==> src/rtl/pipe_stage_latch.sv <==
`timescale 1ns/1ps
// Inter-stage pipeline register: NUM_CH packed channels, 1-cycle latency, valid/ready stall, flush bubble.
// Define PIPE_STAGE_SKID_EN for a registered in_ready backed by a 1-entry skid register.
module pipe_stage_latch #(
  parameter int                DATA_W     = 32,
  parameter int                NUM_CH     = 4,
  parameter logic [DATA_W-1:0] BUBBLE_VAL = '0
) (
  input  logic                     i_clock,
  input  logic                     i_reset,
  input  logic                     i_flush,
  input  logic                     i_in_valid,
  output logic                     o_in_ready,
  input  logic [NUM_CH*DATA_W-1:0] i_in_data,
  output logic                     o_out_valid,
  input  logic                     i_out_ready,
  output logic [NUM_CH*DATA_W-1:0] o_out_data,
  output logic [1:0]               o_occupancy
);

  localparam int                W        = NUM_CH * DATA_W;
  localparam logic [W-1:0]      BUB_BUS  = {NUM_CH{BUBBLE_VAL}};

  logic         r_main_vld;
  logic [W-1:0] r_main_dat;
  logic         w_accept;
  logic         w_release;

  assign w_accept    = i_in_valid & o_in_ready;
  assign w_release   = r_main_vld & i_out_ready;
  assign o_out_valid = r_main_vld;
  assign o_out_data  = r_main_dat;

`ifdef PIPE_STAGE_SKID_EN
  logic         r_skid_vld;
  logic [W-1:0] r_skid_dat;

  // Ready comes straight from a flop, so out_ready never reaches upstream combinationally.
  assign o_in_ready  = ~r_skid_vld;
  assign o_occupancy = {r_skid_vld, r_main_vld & ~r_skid_vld};

  always_ff @(posedge i_clock or negedge i_reset) begin
    if (!i_reset) begin
      r_main_vld <= 1'b0;
      r_main_dat <= BUB_BUS;
      r_skid_vld <= 1'b0;
      r_skid_dat <= BUB_BUS;
    end else if (i_flush) begin
      r_main_vld <= 1'b0;
      r_main_dat <= BUB_BUS;
      r_skid_vld <= 1'b0;
    end else if (w_release) begin
      if (r_skid_vld) begin
        r_main_dat <= r_skid_dat;
        r_skid_vld <= 1'b0;
      end else if (w_accept) begin
        r_main_dat <= i_in_data;
      end else begin
        r_main_vld <= 1'b0;
      end
    end else if (w_accept) begin
      // Main busy and stalled: park the word so upstream is not blocked this cycle.
      if (r_main_vld) begin
        r_skid_vld <= 1'b1;
        r_skid_dat <= i_in_data;
      end else begin
        r_main_vld <= 1'b1;
        r_main_dat <= i_in_data;
      end
    end
  end
`else
  assign o_in_ready  = i_out_ready | ~r_main_vld;
  assign o_occupancy = {1'b0, r_main_vld};

  always_ff @(posedge i_clock or negedge i_reset) begin
    if (!i_reset) begin
      r_main_vld <= 1'b0;
      r_main_dat <= BUB_BUS;
    end else if (i_flush) begin
      r_main_vld <= 1'b0;
      r_main_dat <= BUB_BUS;
    end else if (w_accept) begin
      r_main_vld <= 1'b1;
      r_main_dat <= i_in_data;
    end else if (w_release) begin
      r_main_vld <= 1'b0;
    end
  end
`endif

endmodule
==> config.mk <==
export PLATFORM = sky130hd
export DESIGN_NAME = pipe_stage_latch
export DESIGN_NICKNAME = d
export VERILOG_FILES = /design/src/rtl/pipe_stage_latch.sv
export SDC_FILE = /design/constraint.sdc
export NUM_CORES = 1
export LEC_CHECK = 0
export CORE_UTILIZATION = 44
export DETAILED_ROUTE_END_ITERATION = 8
export GPL_TIMING_DRIVEN = 0
export PLACE_DENSITY_LB_ADDON = 0.05
export SYNTH_ARGS = -nofsm -noshare
export SYNTH_HDL_FRONTEND = slang
export SYNTH_SLANG_ARGS = --single-unit
==> constraint.sdc <==
create_clock -name i_clock -period 1.6 [get_ports i_clock]
set_clock_uncertainty 0.05 [all_clocks]
set_input_delay 0.16 -clock i_clock [delete_from_list [all_inputs] [get_ports i_clock]]
set_output_delay 0.16 -clock i_clock [all_outputs]
set_load 0.02 [all_outputs]
# [Word level (Yosys, flattened, before mapping)]
# Index checks and enable logic that the tools add are counted.
[totals] wordCells=13 input_bits=133 ff_bits=129 out_inout_bits=132
[op_classes] n_bitwise=4 muxes=5 n_reduce_logical=2
[op_table] op="128-bit two-way mux" count=2
[op_table] op="1-bit two-way mux" count=3
[op_table] op="3-bit nonzero test" count=1
[op_table] op="1-bit AND" count=2
[op_table] op="2-bit nonzero test" count=1
[op_table] op="1-bit NOT" count=1
[op_table] op="1-bit OR" count=1

# [Longest topological paths before layout]
# Gate-level depths: netlist of run 1.
[depth] word_depth=5 ltp_mapped=6 mapped_depth_nobuf=3

# [Worst setup path after synthesis of run 1]
# OpenSTA, ideal clock, no wires.
[synth_path] path_kind="flip-flop to flip-flop" from="register r_main_vld (netlist: o_out_valid)" to="register r_main_dat[111] (netlist: o_out_data[111])" t_required_ps=1472 path_slack_ps=186 t_arrival_ps=1286 path_buffers=3 path_stages_with_launch=7 synth_period_minus_slack_ps=1414 setup_ps=78 cell_sequence="dfrtp_1 > nand2b_4 > buf_6 > buf_6 > buf_2 > nand3_1 > a21oi_2"
[synth_between] elab_chain_len=4
[synth_rtl] element="from (decl)" line="24" text="logic r_main_vld;"
[synth_rtl] element="from (signal assigned)" line="78" text="r_main_vld <= 1'b0;"
[synth_rtl] element="from (signal assigned)" line="81" text="r_main_vld <= 1'b0;"
[synth_rtl] element="from (signal assigned)" line="84" text="r_main_vld <= 1'b1;"
[synth_rtl] element="1-bit NOT" line="73" text="assign o_in_ready = i_out_ready | ~r_main_vld;"
[synth_rtl] element="1-bit OR" line="73"
[synth_rtl] element="net o_in_ready" line="13" text="output logic o_in_ready,"
[synth_rtl] element="1-bit AND" line="29" text="assign w_accept = i_in_valid & o_in_ready;"
[synth_rtl] element="2-bit nonzero test (no source line)"
[synth_rtl] element="to (signal assigned)" line="85" text="r_main_dat <= i_in_data;"
[synth_rtl] element="to (decl)" line="25" text="logic [W-1:0] r_main_dat;"
# The timed path passes the listed nets, and every way through them passes these cells.
# A chain may end at the register's enable or synchronous reset.

# [Final worst setup path of run 1]
[layout_path] from="register r_main_dat[107] (netlist: o_out_data[107])" to="output port o_out_data[107]"
[layout_rtl] element="to (decl)" line="17" text="output logic [NUM_CH*DATA_W-1:0] o_out_data,"
# No word-level cell between the ends.

==> impl_metrics.csv, run 1 <==
group,metric,value,unit
synthesis,syn_area_per_cell,11.1,sq um
floorplanning,io_pins,265,
critical_path,cpPeakStageDelay,0.61,ns
route,drt-initial-drc-count,317,
clock_tree,clkSlewWorstSetupHoldPaths,0.06,ns
synthesis,synth_edf_count,0,
floorplanning,die_w,124,um
synthesis,synthTopCellsByCount,"dfrtp_1 (129), nand3_1 (128), a21bo_1 (90), a21oi_2 (90), a21oi_1 (39)",
global_routing,grt_antenna_before_repair,0,
timing,fin_crit_sh,99.0,%
clock_tree,cts_tree,"done",
place,dp_hpwl,14.3,mm
timing,tns,0,ns
critical_path,critPathTopFamily,"buffers and inverters",
global_routing,grt_pass1_vias,5867,
route,vias_per_cell,5.41,
clock_tree,htreeDepth,4,
timing,relSlewSlack,52.1,%
critical_path,worstPathRequired,1.39,ns
min_path,worstHoldEndpoint,"o_out_data[8]$_DFFE_PN0P_",
timing,fmax,631,MHz
route,routed_wirelength,20.5,mm
route,vias,5821,
place,io_buffers,261,
cells_and_area,areaGrowthSynthToFinish,54.1,%
synthesis,yosys_warnings,0,
power,powerDensity,907,nW/um^2
route,drc,0,
place,dp.cells,1037,
timing,worst_slack,0.0162,ns
clock_tree,worstSkewPairLatency,0.41,ns
cells_and_area,fin_area,10100,sq um
timing,tightest_slew,0.718,ns
clock_tree,cts_made_buffers,17,
floorplanning,num_rows,44,
synthesis,ys_dominant_reg_cell,"dfrtp_1",
critical_path,r2r_slack,0.09,ns
cells_and_area,fin_cells,1076,
synthesis,synth_top_area_share,49.2,%
place,pre_cts_ws,-0.529,ns
clock_tree,clkSinkCount,129,
place,place.gp.congestion,0.816,
global_routing,grt_usage,26.7,%
synthesis,yosysMostFrequentCell,"dfrtp_1",
critical_path,critPathBufInv,1,
synthesis,yosysSeqAreaShare,49.2,%
min_path,min_from,"i_flush",
critical_path,cp_slowest_cell,"clkdlybuf4s50_1",
critical_path,timing.rr.end,"o_out_data[85]$_DFFE_PN0P_",
floorplanning,coreArea,14500,sq um
power,power,9.17,mW
route,drt-wirelength-per-cell,19.0,um
synthesis,synthCells,591,
power,leakage,5.14,nW
critical_path,startpoint_type,"flop",
cells_and_area,layout.nets,1013,
route,drtAntennaViolNets,0,
critical_path,cp.arrival,1.37,ns
timing,min_period,1.58,ns
critical_path,reg2reg_depth,7,
global_routing,grt_max_degree,94,
critical_path,critPathKind,"reg -> out",
place,post_dp_cell_area,9430,sq um
synthesis,netlist_area,6560,sq um
timing,report.final.slew_viol_count,0,
floorplanning,die-area,15400,sq um
critical_path,worst-path-max-fanout,2,
synthesis,ys_ff_latch,129,
synthesis,synth_top_cells_by_area,"dfrtp_1 (49%), a21bo_1 (14%), a21oi_2 (12%)",
floorplanning,die_h,124,um
floorplanning,initial_core_util,45.1,%
synthesis,ys_types,14,
clock_tree,ctsLongestPathBuffers,2,
global_routing,grt_first_pass_wirelength,31.0,mm
timing,finalSetupViolations,0,
status,status,"finished clean",
min_path,hold_class,"in -> reg",
cells_and_area,drive_above_1_share,23.2,%
cells_and_area,diodes,0,
job,drv_cap,0,
power,ir_drop,0.000710,V
timing,final-hold-violation-count,0,
min_path,holdPathStages,2,
synthesis,synth.largest_area_cell,"dfrtp_1",
synthesis,synth_nets,724,
critical_path,worst_setup_path_end_kind,"output pin",
global_routing,overflow,0,
synthesis,async_reset_ff_share,100,%
critical_path,path_cells,"clkdlybuf4s50_1",
critical_path,r2r-start,"o_out_valid$_DFFE_PN0P_",
clock_tree,clockRootBuffer,"clkbuf_16",
route,drtPass1Iterations,6,
-- where the power goes --
| group | total (mW) | internal, mW | switching (mW) | leakage [nW] |
|---|---|---|---|---|
| logic | 1.77 | 0.851 | 0.922 | 3.13 |
| clock network | 3.84 | 2.41 | 1.43 | 0.285 |
| registers | 3.55 | 3.45 | 0.103 | 1.73 |
-- repair_timing --
| item | CTS | global route |
|---|---|---|
| cloned | 0 | 0 |
| gates resized for setup | 97 | 47 |
| hold endpoints to repair | 45 | 0 |
| buffers inserted | 0 | 7 |
| hold buffers | 2 | 0 |
| endpoints found under the setup margin | 90 | 67 |
-- placed cells by master (no fill, tap or decap) --
master / instances
clkdlybuf4s50_1: 131
nand3_1: 128
dfrtp_1: 128
a21bo_1: 90
a21oi_2: 90
dlygate4sd2_1: 87
dlymetal6s2s_1: 41
a21oi_1: 39
a21bo_2: 38
clkbuf_1: 28
clkbuf_16: 17
buf_2: 16
buf_4: 13
buf_6: 12
buf_1: 9
clkinv_2: 8
clkbuf_4: 3
bufinv_16: 3
buf_12: 2
clkinvlp_4: 2
dlygate4sd3_1: 2
nand2b_4: 1
inv_1: 1
conb_1: 1
buf_16: 1
dfrtp_2: 1
-- cell type report --
class                   instances  area, sq um
inverters                       1         3.75
multi-input cells             387         2920
repair buffers                271         2720
plain buffers                  73          423
flip-flops and latches        129         3230
well taps                     184          230
clock buffers                  18          429
fillers                      1108         4430
clock inverters                13          145
-- sequential cells by signal (all words and copies together) (netlist names) --
| name | count |
|---|---|
| o_out_valid | 1 |
| o_out_data | 128 |
-- worst max path at each step --
stage                                      from                          end  slack, ns  cells past startpoint
floorplan               o_out_valid$_DFFE_PN0P_  o_out_data[111]$_DFFE_PN0P_       0.19                      6
global placement                        i_reset   o_out_data[24]$_DFFE_PN0P_      -4.82                      1
detailed placement                  i_out_ready                   o_in_ready      -0.53                      6
CTS                     o_out_valid$_DFFE_PN0P_                   o_in_ready     -0.001                      4
global route            o_out_valid$_DFFE_PN0P_   o_out_data[10]$_DFFE_PN0P_   -0.00003                      6
finish              o_out_data[107]$_DFFE_PN0P_              o_out_data[107]       0.02                      1
-- per-stage QoR --
step	util, %	hold slack [ns]
final	69.5	0.112
after floorplan	-	-0.186
after global routing	69.5	0.155
after global placement	64.7	0.409
after CTS	68.3	0.0914
after detailed placement	64.9	0.0392
-- per-layer routing --
| metal | part of all wire [%] | vias to the layer above | GRT usage [%] |
|---|---|---|---|
| li1 | - | 2693 | - |
| met1 | 41 | 2867 | 33.8 |
| met2 | 49 | 235 | 43.7 |
| met3 | 8.0 | 26 | 7.46 |
| met4 | 1.9 | 0 | 9.00 |
| met5 | 0 | - | 0 |
-- logic make-up after synthesis --
kind of cell | synth area share, %
AND/OR/NAND/NOR | 9.98
flip-flops | 49.2
other | 0.0572
AO/OA/AOI/OAI | 34.5
buffers and inverters | 6.22
No activity file was read; power rests on OpenSTA's default activity.
==> run 2, diff against run 1 <==
--- a/config.mk
+++ b/config.mk
@@ -5,6 +5,7 @@
 export SDC_FILE = /design/constraint.sdc
 export NUM_CORES = 1
 export LEC_CHECK = 0
+export CAP_MARGIN = 20
 export CORE_UTILIZATION = 44
 export DETAILED_ROUTE_END_ITERATION = 8
 export GPL_TIMING_DRIVEN = 0
==> run 2 against run 1 <==
Compared with the run above: global-route usage unchanged; clock-buffer cell count unchanged; core utilization unchanged; clock power about the same; flip-flop and latch count unchanged; register-to-register slack about the same; total power unchanged; hold slack unchanged; first-iteration DRC count unchanged; sequential share of layout area unchanged; die area unchanged; via count unchanged; critical endpoint unchanged.
==> impl_metrics.csv, run 2 (same netlist as run 1, synthesis figures left out) <==
group,metric,value,unit
critical_path,path_cells,"clkdlybuf4s50_1",
global_routing,grt_usage,26.7,%
cells_and_area,layout.nets,1013,
clock_tree,cts_tree,"done",
place,io_buffers,261,
critical_path,cpPeakStageDelay,0.61,ns
critical_path,startpoint_type,"flop",
place,place.gp.congestion,0.816,
timing,finalSetupViolations,0,
global_routing,grt_max_degree,94,
cells_and_area,largest_reg_flops,128,
critical_path,cp.arrival,1.37,ns
timing,relSlewSlack,52.1,%
cells_and_area,areaGrowthSynthToFinish,54.1,%
critical_path,worstPathRequired,1.39,ns
clock_tree,cts_made_buffers,17,
route,vias,5821,
place,pre_cts_ws,-0.529,ns
power,pwr-share-comb,19.3,%
floorplanning,die_w,124,um
critical_path,worst_setup_path_end_kind,"output pin",
route,drc,0,
critical_path,critPathKind,"reg -> out",
power,power,9.17,mW
timing,report.final.slew_viol_count,0,
timing,worst_slack,0.0162,ns
clock_tree,clkSinkCount,129,
global_routing,grt_first_pass_wirelength,31.0,mm
power,powerDensity,907,nW/um^2
timing,fmax,631,MHz
route,highest_layer,"met4",
power,leakage,5.14,nW
route,routed_wirelength,20.5,mm
floorplanning,num_rows,44,
global_routing,overflow,0,
global_routing,grt_antenna_before_repair,0,
critical_path,critPathBufInv,1,
power,switching_share,26.8,%
critical_path,critPathTopFamily,"buffers and inverters",
route,drt-wirelength-per-cell,19.0,um
timing,tightest_slew,0.718,ns
route,wirelength_met1,8.45,mm
timing,fin_crit_sh,99.0,%
route,vias_per_cell,5.41,
floorplanning,initial_core_util,45.1,%
clock_tree,htreeDepth,4,
min_path,hold_class,"in -> reg",
route,drt-initial-drc-count,317,
place,dp_hpwl,14.3,mm
cells_and_area,drive_above_1_share,23.2,%
floorplanning,coreArea,14500,sq um
clock_tree,ctsLongestPathBuffers,2,
power,ir_drop,0.000710,V
route,wl_met2,10.0,mm
power,pwr-share-seq,38.7,%
floorplanning,die_h,124,um
global_routing,grt_pass1_vias,5867,
clock_tree,clockRootBuffer,"clkbuf_16",
cells_and_area,fillers,1108,
route,drtAntennaViolNets,0,
cells_and_area,final_core_util,69.5,%
status,status,"finished clean",
cells_and_area,layout_common_cells,"clkdlybuf4s50_1 (131), nand3_1 (128), dfrtp_1 (128)",
cells_and_area,final_common_cell,"clkdlybuf4s50_1",
critical_path,worst-path-max-fanout,2,
critical_path,cp_slowest_cell,"clkdlybuf4s50_1",
floorplanning,io_pins,265,
cells_and_area,seq_area,3230,sq um
power,internal_power,6.71,mW
timing,final-hold-violation-count,0,
power,switchingPower,2.46,mW
route,wl_met3,1.65,mm
power,pwr-share-clk,41.9,%
timing,min_period,1.58,ns
clock_tree,worstSkewPairLatency,0.41,ns
floorplanning,die-area,15400,sq um
route,drtPass1Iterations,6,
job,drv_cap,0,
cells_and_area,diodes,0,
cells_and_area,multiInputGateArea,2920,sq um
clock_tree,clkSlewWorstSetupHoldPaths,0.06,ns
## run 2: cell counts in the layout (fill, tap and decap cells not counted)
No cell type changed its count.
## run 2: cell type report
class	count	share of cell area, %
buffer	73	4.19
tap	184	2.28
multi-input combinational	387	28.9
sequential	129	32.0
timing repair buffer	271	26.9
inverter	1	0.0371
clock buffer	18	4.25
clock inverter	13	1.44
## run 2: worst paths after layout
kind | start | endpoint | slack (ns) | cells past startpoint
max reg2reg | o_out_valid$_DFFE_PN0P_ | o_out_data[85]$_DFFE_PN0P_ | 0.09 | 7
min in group asynchronous | i_reset | o_out_data[95]$_DFFE_PN0P_ | 0.17 | 2
max | o_out_data[107]$_DFFE_PN0P_ | o_out_data[107] | 0.02 | 1
min reg2reg | o_out_data[127]$_DFFE_PN0P_ | o_out_data[127]$_DFFE_PN0P_ | 0.58 | 2
max in group asynchronous | i_reset | o_out_data[30]$_DFFE_PN0P_ | 0.55 | 3
min | i_flush | o_out_data[8]$_DFFE_PN0P_ | 0.11 | 2
## run 2: stage by stage
step,TNS [ns],std cells,area [sq um],hold slack [ns]
5_1_grt,-0.0000251,1076,10100,0.155
4_1_cts,-0.00111,1069,9930,0.0914
3_3_place_gp,-638.13,1036,9400,0.409
3_5_place_dp,-20.40,1037,9430,0.0392
2_1_floorplan,0,591,6560,-0.186
6_report,0,1076,10100,0.112
## run 2: what timing repair did
item                                    4_1_cts  5_1_grt
endpoints found under the setup margin       90       67
hold buffers                                  2        0
resized for setup                            97       47
setup buffers                                 0        7
hold endpoints to repair                     45        0
## run 2: per-layer routing
layer  up-vias  track usage (%)
li1       2693                -
met1      2867             33.8
met2       235             43.7
met3        26             7.46
met4         0             9.00
met5         -                0
## run 2: power by group through the flow
stage / registers, mW / clock network, mW / logic (mW)
final: 3.55 / 3.84 / 1.77
after floorplan: 3.81 / 0 / 0.672
after global routing: 3.57 / 4.04 / 1.90
after detailed placement: 3.61 / 0 / 1.84
after global placement: 3.60 / 0 / 1.81
after CTS: 3.55 / 3.89 / 1.77
==> run 3, diff against run 2 <==
--- a/config.mk
+++ b/config.mk
@@ -5,9 +5,12 @@
 export SDC_FILE = /design/constraint.sdc
 export NUM_CORES = 1
 export LEC_CHECK = 0
+export ABC_AREA = 1
 export CAP_MARGIN = 20
-export CORE_UTILIZATION = 44
+export CORE_ASPECT_RATIO = 0.7
+export CORE_UTILIZATION = 41
 export DETAILED_ROUTE_END_ITERATION = 8
+export GPL_ROUTABILITY_DRIVEN = 0
 export GPL_TIMING_DRIVEN = 0
 export PLACE_DENSITY_LB_ADDON = 0.05
 export SYNTH_ARGS = -nofsm -noshare
==> run 3 against run 2 <==
Compared with the run above: clock power rose by 12%; flip-flop and latch count did not move; via count fell by 0.40%; fmax rose by 0.14%; non-clock buffer count fell by 7; largest power group unchanged.
==> impl_metrics.csv, run 3 <==
group,metric,value,unit
status,status,"finished clean",
clock_tree,worstSkewPairLatency,0.40,ns
critical_path,worst-path-max-fanout,2,
floorplanning,num_rows,35,
timing,tns,0,ns
floorplanning,die-area,14100,sq um
critical_path,r2r-start,"o_out_valid$_DFFE_PN0P_",
floorplanning,io_pins,265,
synthesis,yosys_warnings,0,
floorplanning,die_w,141,um
critical_path,critPathKind,"reg -> out",
route,drc,0,
clock_tree,ctsLongestPathBuffers,2,
timing,min_period,1.58,ns
critical_path,cp_slowest_cell,"clkdlybuf4s50_1",
timing,report.final.slew_viol_count,0,
floorplanning,initial_core_util,42.1,%
cells_and_area,layout_common_cells,"clkdlybuf4s50_1 (140), nand2_1 (129), dfrtp_1 (129)",
place,dp_hpwl,13.7,mm
synthesis,synth_top_area_share,58.0,%
synthesis,synth_top_cells_by_area,"dfrtp_1 (58%), nand4_1 (14%), nand3_1 (12%)",
clock_tree,clockRootBuffer,"clkbuf_16",
critical_path,cpPeakStageDelay,0.61,ns
route,drtAntennaViolNets,0,
synthesis,ys_dominant_reg_cell,"dfrtp_1",
clock_tree,cts_made_buffers,17,
critical_path,cp.arrival,1.37,ns
global_routing,grt_max_degree,82,
timing,rsz0062_at_grt,"false",
critical_path,path_cells,"clkdlybuf4s50_1",
critical_path,reg2reg_depth,5,
synthesis,synth_edf_count,0,
place,io_buffers,263,
critical_path,worst_setup_path_end_kind,"output pin",
synthesis,yosysSeqAreaShare,58.0,%
global_routing,grt_antenna_before_repair,0,
clock_tree,cts_tree,"done",
critical_path,r2r_slack,0.26,ns
critical_path,timing.rr.end,"o_out_data[52]$_DFFE_PN0P_",
min_path,hold_class,"in -> async",
cells_and_area,largest_reg_flops,128,
synthesis,synth_nets,725,
global_routing,grt_pass1_vias,5661,
cells_and_area,fin_area,9230,sq um
clock_tree,cts_setup_buffers,0,
global_routing,overflow,0,
place,post_dp_cell_area,8460,sq um
synthesis,async_reset_ff_share,100,%
route,drt-wirelength-per-cell,17.9,um
critical_path,worstPathRequired,1.39,ns
route,routed_wirelength,19.3,mm
critical_path,startpoint_type,"flop",
power,powerDensity,1030,nW/um^2
cells_and_area,diodes,0,
clock_tree,clkSinkCount,129,
route,vias,5798,
critical_path,critPathBufInv,1,
clock_tree,htreeDepth,4,
power,ir_drop,0.000800,V
clock_tree,clkSlewWorstSetupHoldPaths,0.06,ns
timing,fin_crit_sh,98.8,%
synthesis,synthTopCellsByCount,"dfrtp_1 (129), nand2_1 (129), nand3_1 (128), nand4_1 (128), buf_2 (57)",
job,drv_cap,0,
power,leakage,5.62,nW
synthesis,ys_ff_latch,129,
synthesis,synthCells,592,
cells_and_area,areaGrowthSynthToFinish,65.6,%
cells_and_area,drive_above_1_share,11.7,%
timing,final-hold-violation-count,0,
timing,finalSetupViolations,0,
cells_and_area,final_core_util,69.8,%
cells_and_area,layout.nets,1009,
floorplanning,coreArea,13200,sq um
floorplanning,die_h,99.5,um
cells_and_area,fillers,1062,
cells_and_area,final_common_cell,"clkdlybuf4s50_1",
global_routing,grt_usage,27.7,%
synthesis,ys_types,13,
route,vias_per_cell,5.40,
synthesis,synth.largest_area_cell,"dfrtp_1",
synthesis,syn_area_per_cell,9.41,sq um
synthesis,netlist_area,5570,sq um
route,drt-initial-drc-count,300,
global_routing,grt_first_pass_wirelength,29.9,mm
route,drtPass1Iterations,5,
timing,fmax,632,MHz
critical_path,critPathTopFamily,"buffers and inverters",
run 3: kinds of logic (layout without fill, tap and decap cells):
kind of cell	Yosys count	after routing	synth area share, %
AOI/OAI and AO/OA	1	1	0.0898
DFF	129	129	58.0
other	1	1	0.0673
buffers and inverters	75	372	7.21
and+or+nand+nor	386	386	34.7
run 3: power breakdown:
part,total (mW),internal [mW],switching (mW),leakage (nW)
clock,4.32,2.86,1.46,0.317
combinational,1.59,0.726,0.865,3.58
sequential,3.57,3.46,0.113,1.72
run 3: worst max path at each step:
stage	start	endpoint	slack, ns	depth (start not counted)
5_1_grt	o_out_data[66]$_DFFE_PN0P_	o_out_data[66]	0.002	1
6_report	o_out_data[117]$_DFFE_PN0P_	o_out_data[117]	0.02	1
3_5_place_dp	i_out_ready	o_in_ready	-0.21	5
4_1_cts	o_out_data[74]$_DFFE_PN0P_	o_out_data[74]	0.001	1
3_3_place_gp	i_reset	o_out_data[25]$_DFFE_PN0P_	-4.67	1
2_1_floorplan	o_out_valid$_DFFE_PN0P_	o_out_data[19]$_DFFE_PN0P_	0.38	6
run 3: metal layers:
layer | part of all wire [%] | GRT usage, %
met3 | 8.5 | 7.99
met4 | 1.8 | 8.78
met2 | 47 | 43.7
met5 | 0 | 0
met1 | 43 | 37.0
run 3: cell type report:
type | count | area, sq um | area share [%]
multi-input cells | 388 | 1940 | 21.0
repair buffers | 265 | 2760 | 29.9
inverters | 3 | 11.3 | 0.122
clock inverters | 12 | 205 | 2.22
clock buffers | 20 | 457 | 4.95
plain buffers | 72 | 393 | 4.26
well taps | 185 | 231 | 2.51
flip-flops and latches | 129 | 3230 | 35.0
run 3: worst reg2reg max path: cells and delay by family, from the launching register on:
| kind | cells | cell delay [ns] |
|---|---|---|
| buffers and inverters | 2 | 0.46 |
| flip-flops | 1 | 0.42 |
| AND/OR/NAND/NOR | 3 | 0.35 |
run 3: what timing repair did:
| item | 4_1_cts | 5_1_grt |
|---|---|---|
| gates resized for setup | 61 | 65 |
| hold endpoints to repair | 48 | 0 |
| cloned | 0 | 0 |
| endpoints found under the setup margin | 57 | 65 |
| pin swaps | 0 | 0 |
| hold buffers | 1 | 0 |
run 3: stage by stage:
stage	hold WS (ns)	setup slack (ns)	power (mW)	instances
after floorplan	-0.186	0.377	4.31	592
after global placement	0.436	-4.67	5.26	1040
after detailed placement	0.0791	-0.214	5.29	1041
after CTS	0.222	0.00109	9.56	1074
after global routing	0.266	0.00169	9.81	1074
final	0.245	0.0184	9.48	1074
